<file path="src/rtl/tournament_sequencer.sv">
// Tournament sequencer: configures the rock-paper-scissors game core, relays player moves and keeps game tallies.
// Optional TOURNAMENT_SEQUENCER_ROUND_LOG_EN adds round_valid/round_result, a per-manche result pulse.
module tournament_sequencer (
  input  logic       clk,
  input  logic       rst,
  input  logic       cfg_valid,
  output logic       cfg_ready,
  input  logic [3:0] cfg_rounds,
  input  logic [2:0] cfg_games,
  input  logic       mv_valid,
  output logic       mv_ready,
  input  logic [1:0] mv_p1,
  input  logic [1:0] mv_p2,
  output logic       INIZIA,
  output logic [1:0] PRIMO,
  output logic [1:0] SECONDO,
  input  logic [1:0] MANCHE,
  input  logic [1:0] PARTITA,
  input  logic       abort,
  output logic [2:0] games_p1,
  output logic [2:0] games_p2,
  output logic       done,
  output logic [1:0] WINNER
`ifdef TOURNAMENT_SEQUENCER_ROUND_LOG_EN
  ,
  output logic       round_valid,
  output logic [1:0] round_result
`endif
);

  typedef enum logic [2:0] {
    IDLE,
    RESTART,
    PLAY_WAIT,
    PLAY_ISSUE,
    DONE
  } state_e;

  state_e     state_q;
  logic       cfg_ready_q;
  logic       mv_ready_q;
  logic       inizia_q;
  logic [1:0] primo_q;
  logic [1:0] secondo_q;
  logic [3:0] rounds_q;
  logic [2:0] games_q;
  logic [2:0] played_q;
  logic [2:0] p1_q;
  logic [2:0] p2_q;
  logic       done_q;
  logic [1:0] winner_q;

  logic [2:0] played_d;
  logic [2:0] p1_d;
  logic [2:0] p2_d;
  logic [2:0] half_games;
  logic       game_over;
  logic [1:0] winner_d;

  // Tallies as they would stand if the game core reports a finished game this cycle.
  always_comb begin
    played_d   = played_q + 3'd1;
    p1_d       = p1_q + {2'b00, PARTITA == 2'b01};
    p2_d       = p2_q + {2'b00, PARTITA == 2'b10};
    half_games = games_q >> 1;
    game_over  = (played_d == games_q) || (p1_d > half_games) || (p2_d > half_games);
    if (p1_d > p2_d)      winner_d = 2'b01;
    else if (p2_d > p1_d) winner_d = 2'b10;
    else                  winner_d = 2'b11;
  end

  // NOTE: all state and registered outputs use non-blocking assignments so every
  // register samples the pre-edge values regardless of statement order.
  always_ff @(posedge clk or posedge rst) begin
    if (rst) begin
      state_q     <= IDLE;
      cfg_ready_q <= 1'b1;
      mv_ready_q  <= 1'b0;
      inizia_q    <= 1'b0;
      primo_q     <= 2'b00;
      secondo_q   <= 2'b00;
      rounds_q    <= 4'd0;
      games_q     <= 3'd1;
      played_q    <= 3'd0;
      p1_q        <= 3'd0;
      p2_q        <= 3'd0;
      done_q      <= 1'b0;
      winner_q    <= 2'b00;
    end else begin
      // Core drive is idle (INIZIA=0, moves 00) unless a cycle below issues something.
      inizia_q  <= 1'b0;
      primo_q   <= 2'b00;
      secondo_q <= 2'b00;
      if (abort) begin
        state_q     <= IDLE;
        cfg_ready_q <= 1'b1;
        mv_ready_q  <= 1'b0;
        played_q    <= 3'd0;
        p1_q        <= 3'd0;
        p2_q        <= 3'd0;
        done_q      <= 1'b0;
        winner_q    <= 2'b00;
      end else begin
        case (state_q)
          IDLE, DONE: begin
            if (cfg_valid) begin
              rounds_q    <= cfg_rounds;
              games_q     <= (cfg_games == 3'd0) ? 3'd1 : cfg_games;
              played_q    <= 3'd0;
              p1_q        <= 3'd0;
              p2_q        <= 3'd0;
              done_q      <= 1'b0;
              winner_q    <= 2'b00;
              cfg_ready_q <= 1'b0;
              inizia_q    <= 1'b1;
              primo_q     <= cfg_rounds[3:2];
              secondo_q   <= cfg_rounds[1:0];
              state_q     <= RESTART;
            end
          end
          RESTART: begin
            mv_ready_q <= 1'b1;
            state_q    <= PLAY_WAIT;
          end
          PLAY_WAIT: begin
            if (mv_valid) begin
              mv_ready_q <= 1'b0;
              primo_q    <= mv_p1;
              secondo_q  <= mv_p2;
              state_q    <= PLAY_ISSUE;
            end
          end
          PLAY_ISSUE: begin
            if (PARTITA == 2'b00) begin
              mv_ready_q <= 1'b1;
              state_q    <= PLAY_WAIT;
            end else begin
              played_q <= played_d;
              p1_q     <= p1_d;
              p2_q     <= p2_d;
              if (game_over) begin
                done_q      <= 1'b1;
                winner_q    <= winner_d;
                cfg_ready_q <= 1'b1;
                state_q     <= DONE;
              end else begin
                inizia_q  <= 1'b1;
                primo_q   <= rounds_q[3:2];
                secondo_q <= rounds_q[1:0];
                state_q   <= RESTART;
              end
            end
          end
          default: begin
            cfg_ready_q <= 1'b1;
            mv_ready_q  <= 1'b0;
            state_q     <= IDLE;
          end
        endcase
      end
    end
  end

  assign cfg_ready = cfg_ready_q;
  assign mv_ready  = mv_ready_q;
  assign INIZIA    = inizia_q;
  assign PRIMO     = primo_q;
  assign SECONDO   = secondo_q;
  assign games_p1  = p1_q;
  assign games_p2  = p2_q;
  assign done      = done_q;
  assign WINNER    = winner_q;

`ifdef TOURNAMENT_SEQUENCER_ROUND_LOG_EN
  logic       round_valid_q;
  logic [1:0] round_result_q;

  always_ff @(posedge clk or posedge rst) begin
    if (rst) begin
      round_valid_q  <= 1'b0;
      round_result_q <= 2'b00;
    end else begin
      round_valid_q  <= (state_q == PLAY_ISSUE) && !abort;
      round_result_q <= ((state_q == PLAY_ISSUE) && !abort) ? MANCHE : 2'b00;
    end
  end

  assign round_valid  = round_valid_q;
  assign round_result = round_result_q;
`else
  // MANCHE only feeds the round log; without it the input is intentionally left unread.
  logic manche_unused;
  assign manche_unused = ^MANCHE;
`endif

endmodule

</file>
<file path="config.mk">
export PLATFORM = sky130hd
export DESIGN_NAME = tournament_sequencer
export DESIGN_NICKNAME = d
export VERILOG_FILES = /design/src/rtl/tournament_sequencer.sv
export SDC_FILE = /design/constraint.sdc
export NUM_CORES = 1
export LEC_CHECK = 0
export ABC_AREA = 1
export BUFFER_PORTS_ARGS = -buffer_cell sky130_fd_sc_hd__buf_2
export CORE_UTILIZATION = 25
export DETAILED_ROUTE_END_ITERATION = 8
export GPL_ROUTABILITY_DRIVEN = 0
export PLACE_DENSITY_LB_ADDON = 0.2
export REMOVE_ABC_BUFFERS = 1
export SYNTH_ARGS = -nofsm -noshare
export SYNTH_HDL_FRONTEND = slang
export SYNTH_SLANG_ARGS = --single-unit
</file>
<file path="constraint.sdc">
create_clock -name clk -period 2.9 [get_ports clk]
set_clock_uncertainty 0.1 [all_clocks]
set_input_delay 0.725 -clock clk [delete_from_list [all_inputs] [get_ports clk]]
set_output_delay 0.725 -clock clk [all_outputs]
set_load 0.01 [all_outputs]
</file>
==> impl_metrics.toml <==
[power_and_ir_drop]
power.clock.fraction = 0.307
pwr_density_cell_nw_per_um2 = 533.3
power_switching_mw = 0.3569
cell_internal_power_dissipation_mw = 0.7447
combinationalPowerShare = 0.251
seq_power_share = 0.442
swShare = 0.3240
leakage_nw = 1.106
vdd_drop_max_mv = 0.1863

[run_status]
run_status = "finished, final reports clean"

[synthesis]
post_synth_main_area_contributors = "sky130_fd_sc_hd__dfrtp_1 40%, sky130_fd_sc_hd__nand2_1 17%, sky130_fd_sc_hd__ha_1 8.1%"
syn_avg_cell_area_um2 = 8.024
most_repeated_cell_in_the_gate_level_netlist_after_synthesis = "sky130_fd_sc_hd__nand2_1"
netlist.top_cell.by_area = "sky130_fd_sc_hd__dfrtp_1"
synth_enable_flop_cells = 0
ys_seq_area_frac = 0.4261
synthArstFlopShare = 1.000
synthesis.instances = 213
ys_types = 32
synth_common_cells = "76 x sky130_fd_sc_hd__nand2_1, 27 x sky130_fd_sc_hd__dfrtp_1, 23 x sky130_fd_sc_hd__inv_1"
synth.cell_area_um2 = 1709
synth_largest_type_area_fraction = 0.3953
dominantRegCellSynth = "sky130_fd_sc_hd__dfrtp_1"
synthesis.yosys.warnings = 0
yosys_register_bits = 29

[cells_and_area]
signed_area_change_from_the_synthesized_netlist_to_the_final_layout_pct = 20.86
fillCellCount = 720
combined_area_of_the_multi_input_logic_cells_um2 = 858.3
reg_area_um2 = 728.2
layout-drive-gt1-share = 0.2471
diodes = 0
num-nets-final = 286

[grt]
grt_max_degree = 30
antenna_found_initial = 0
globalRouteTotalUtil = 0.1264
grt_first_pass_wirelength_mm = 7.100
first_global_vias = 1455
grt_ovf = 0

[worst_hold_path]
min_path_type = "flip-flop to flip-flop"

[route]
dr.first_iter.drc_count = 89
drt_drc_violations_left = 0
firstDrtPassIters = 6
finalWirelength_mm = 4.031
wl_per_cell_um = 12.14
number_of_vias_per_cell_after_detailed_routing = 4.440
postRouteAntennaNets = 0
route.vias.total = 1474

[die]
die_area_um2 = 7172
die_h_um = 84.69
initial_core_utilization = 0.2646
std_cell_rows = 29
core_area_um2 = 6459
die_width_um = 84.69
num_io_pins = 36

[timing]
rsz0062_at_grt = "no"
worst_pin_slew_ps = 383.5
final-setup-viol-count = 0
setup_total_negative_slack_ps = 0
post-route-period-util = 0.8611
worst_hold_slack_ps = 374.8
final-max-slew-violation-count = 0
slew_headroom = 0.7444
post-route-min-period_ps = 2497
fmaxAchievable_mhz = 400.5
report.final.hold_viol_count = 0

[worst_setup_path]
worst-endpoint-arrival_ps = 2590
setup.worst_path.end_class = "flip-flop"
max_fo_critical_path = 3
critical_path.startpoint_type = "input pin"
crit_slowest_cell = "sky130_fd_sc_hd__ha_1"
timing_worst_setup_path_type = "input pin to flip-flop"
critical_path.cell_chain = "buf_2, inv_1, nor2_1, ha_1, ha_1, ha_1, nand2_1, a21boi_0, buf_4, nor2_1, nand2_1, nor2_2, nand2_1, a21oi_1"
critical-path-max-stage-delay_ps = 310
worstPathRequired_ps = 3000

[clocking]
cts-resized-gates = 0
cts_max_path_buffers = 2
clock_sinks = 29
tritoncts_clock_tree = "built"
hold_buffers = 0
clock_tree.htree_level_count = 2
number_of_buffers_created_by_cts = 5
clkLatencyLatePin_ps = 280
post_cts.repair.setup_buffers = 0
cts_root_buffer = "sky130_fd_sc_hd__clkbuf_8"
clk_pin_slew_ps = 60

[flow_run]
maxCapViolations = 0

[placed_design]
io_buffers = 33
detailedPlacementHpwl_mm = 3.091
==> kinds of logic after synthesis <==
kind of cell	after synthesis	share of synthesized area
adder cells (fa/ha/maj)	11	0.08053
AO/OA/AOI/OAI	29	0.1091
AND/OR/NAND/NOR	114	0.3126
buffers and inverters	30	0.07174
flip-flops	29	0.4261
==> cell type report <==
class	count	share of cell area
Timing Repair Buffer	36	0.09085
Multi-Input combinational cell	154	0.4155
Sequential cell	29	0.3525
Clock buffer	7	0.04179
Inverter	29	0.05270
Tap cell	77	0.04664
==> power by group through the flow <==
| stage | registers [mW] | logic [mW] | clock network (mW) |
|---|---|---|---|
| final | 0.487 | 0.276 | 0.338 |
| after global placement | 0.493 | 0.274 | 0 |
| after CTS | 0.487 | 0.279 | 0.349 |
| after global routing | 0.492 | 0.319 | 0.367 |
| after detailed placement | 0.494 | 0.278 | 0 |
| after floorplan | 0.492 | 0.189 | 0 |
==> routing by layer <==
metal / up-vias / routed length, um / global-route usage
li1: 776 / - / -
met1: 654 / 2105 / 0.1753
met2: 39 / 1705 / 0.1944
met3: 5 / 179 / 0.03147
met4: 0 / 40 / 0.03698
met5: - / 0 / 0
==> state kept, by name (all words and copies together), names as in the netlist <==
name	flops
games_p2	3
WINNER	2
PRIMO	2
games_q	3
SECONDO	2
done	1
played_q	3
rounds_q	4
INIZIA	1
state_q	3
games_p1	3
cfg_ready	1
mv_ready	1
==> final timing paths <==
kind,endpoint,cells past startpoint,slack [ps],from
setup reg to reg,state_q[0]$_DFFE_PP0P_,11,630,games_p2[0]$_DFFE_PP0P_
hold / removal,cfg_ready$_DFFE_PP1P_,2,370,cfg_ready$_DFFE_PP1P_
setup / recovery,state_q[0]$_DFFE_PP0P_,14,400,PARTITA[1]
min in group asynchronous,played_q[0]$_DFFE_PP0P_,3,410,rst
hold reg to reg,cfg_ready$_DFFE_PP1P_,2,370,cfg_ready$_DFFE_PP1P_
max in group asynchronous,cfg_ready$_DFFE_PP1P_,3,1970,rst
==> critical path, delay by kind of cell <==
family,cells,cell delay (ps)
buffers and inverters,3,320
AO/OA/AOI/OAI,2,260
adder cells (fa/ha/maj),3,790
AND/OR/NAND/NOR,6,500
==> placed cells by master (no fill, tap or decap), types with 3 or more instances in the layout <==
cell type / synthesis / final
sky130_fd_sc_hd__nand3_1: 10 / 10
sky130_fd_sc_hd__o22ai_1: 3 / 3
sky130_fd_sc_hd__nand4_1: 5 / 5
sky130_fd_sc_hd__buf_4: 0 / 3
sky130_fd_sc_hd__buf_2: 0 / 33
sky130_fd_sc_hd__inv_2: 5 / 5
sky130_fd_sc_hd__dfrtp_1: 27 / 27
sky130_fd_sc_hd__nor2_1: 9 / 9
sky130_fd_sc_hd__o21ai_0: 7 / 7
sky130_fd_sc_hd__a21oi_1: 6 / 6
sky130_fd_sc_hd__nor2_4: 3 / 3
sky130_fd_sc_hd__nand2_1: 76 / 76
sky130_fd_sc_hd__nor2_2: 3 / 3
sky130_fd_sc_hd__ha_1: 11 / 11
sky130_fd_sc_hd__inv_1: 23 / 23
sky130_fd_sc_hd__clkbuf_8: 1 / 6
sky130_fd_sc_hd__nand3_2: 3 / 3
sky130_fd_sc_hd__a32oi_1: 4 / 4
==> stage by stage <==
step	setup slack [ps]	area (um^2)	total power, mW	cells	util
3_5_place_dp	140.4	1979	0.7723	325	0.3065
2_1_floorplan	395.6	1695	0.6813	212	-
3_3_place_gp	162.1	1979	0.7670	325	0.3065
5_1_grt	248.4	2066	1.178	332	0.3198
4_1_cts	423.5	2066	1.115	332	0.3198
6_report	402.9	2066	1.102	332	0.3198
Power figures use the tool's default switching activity.
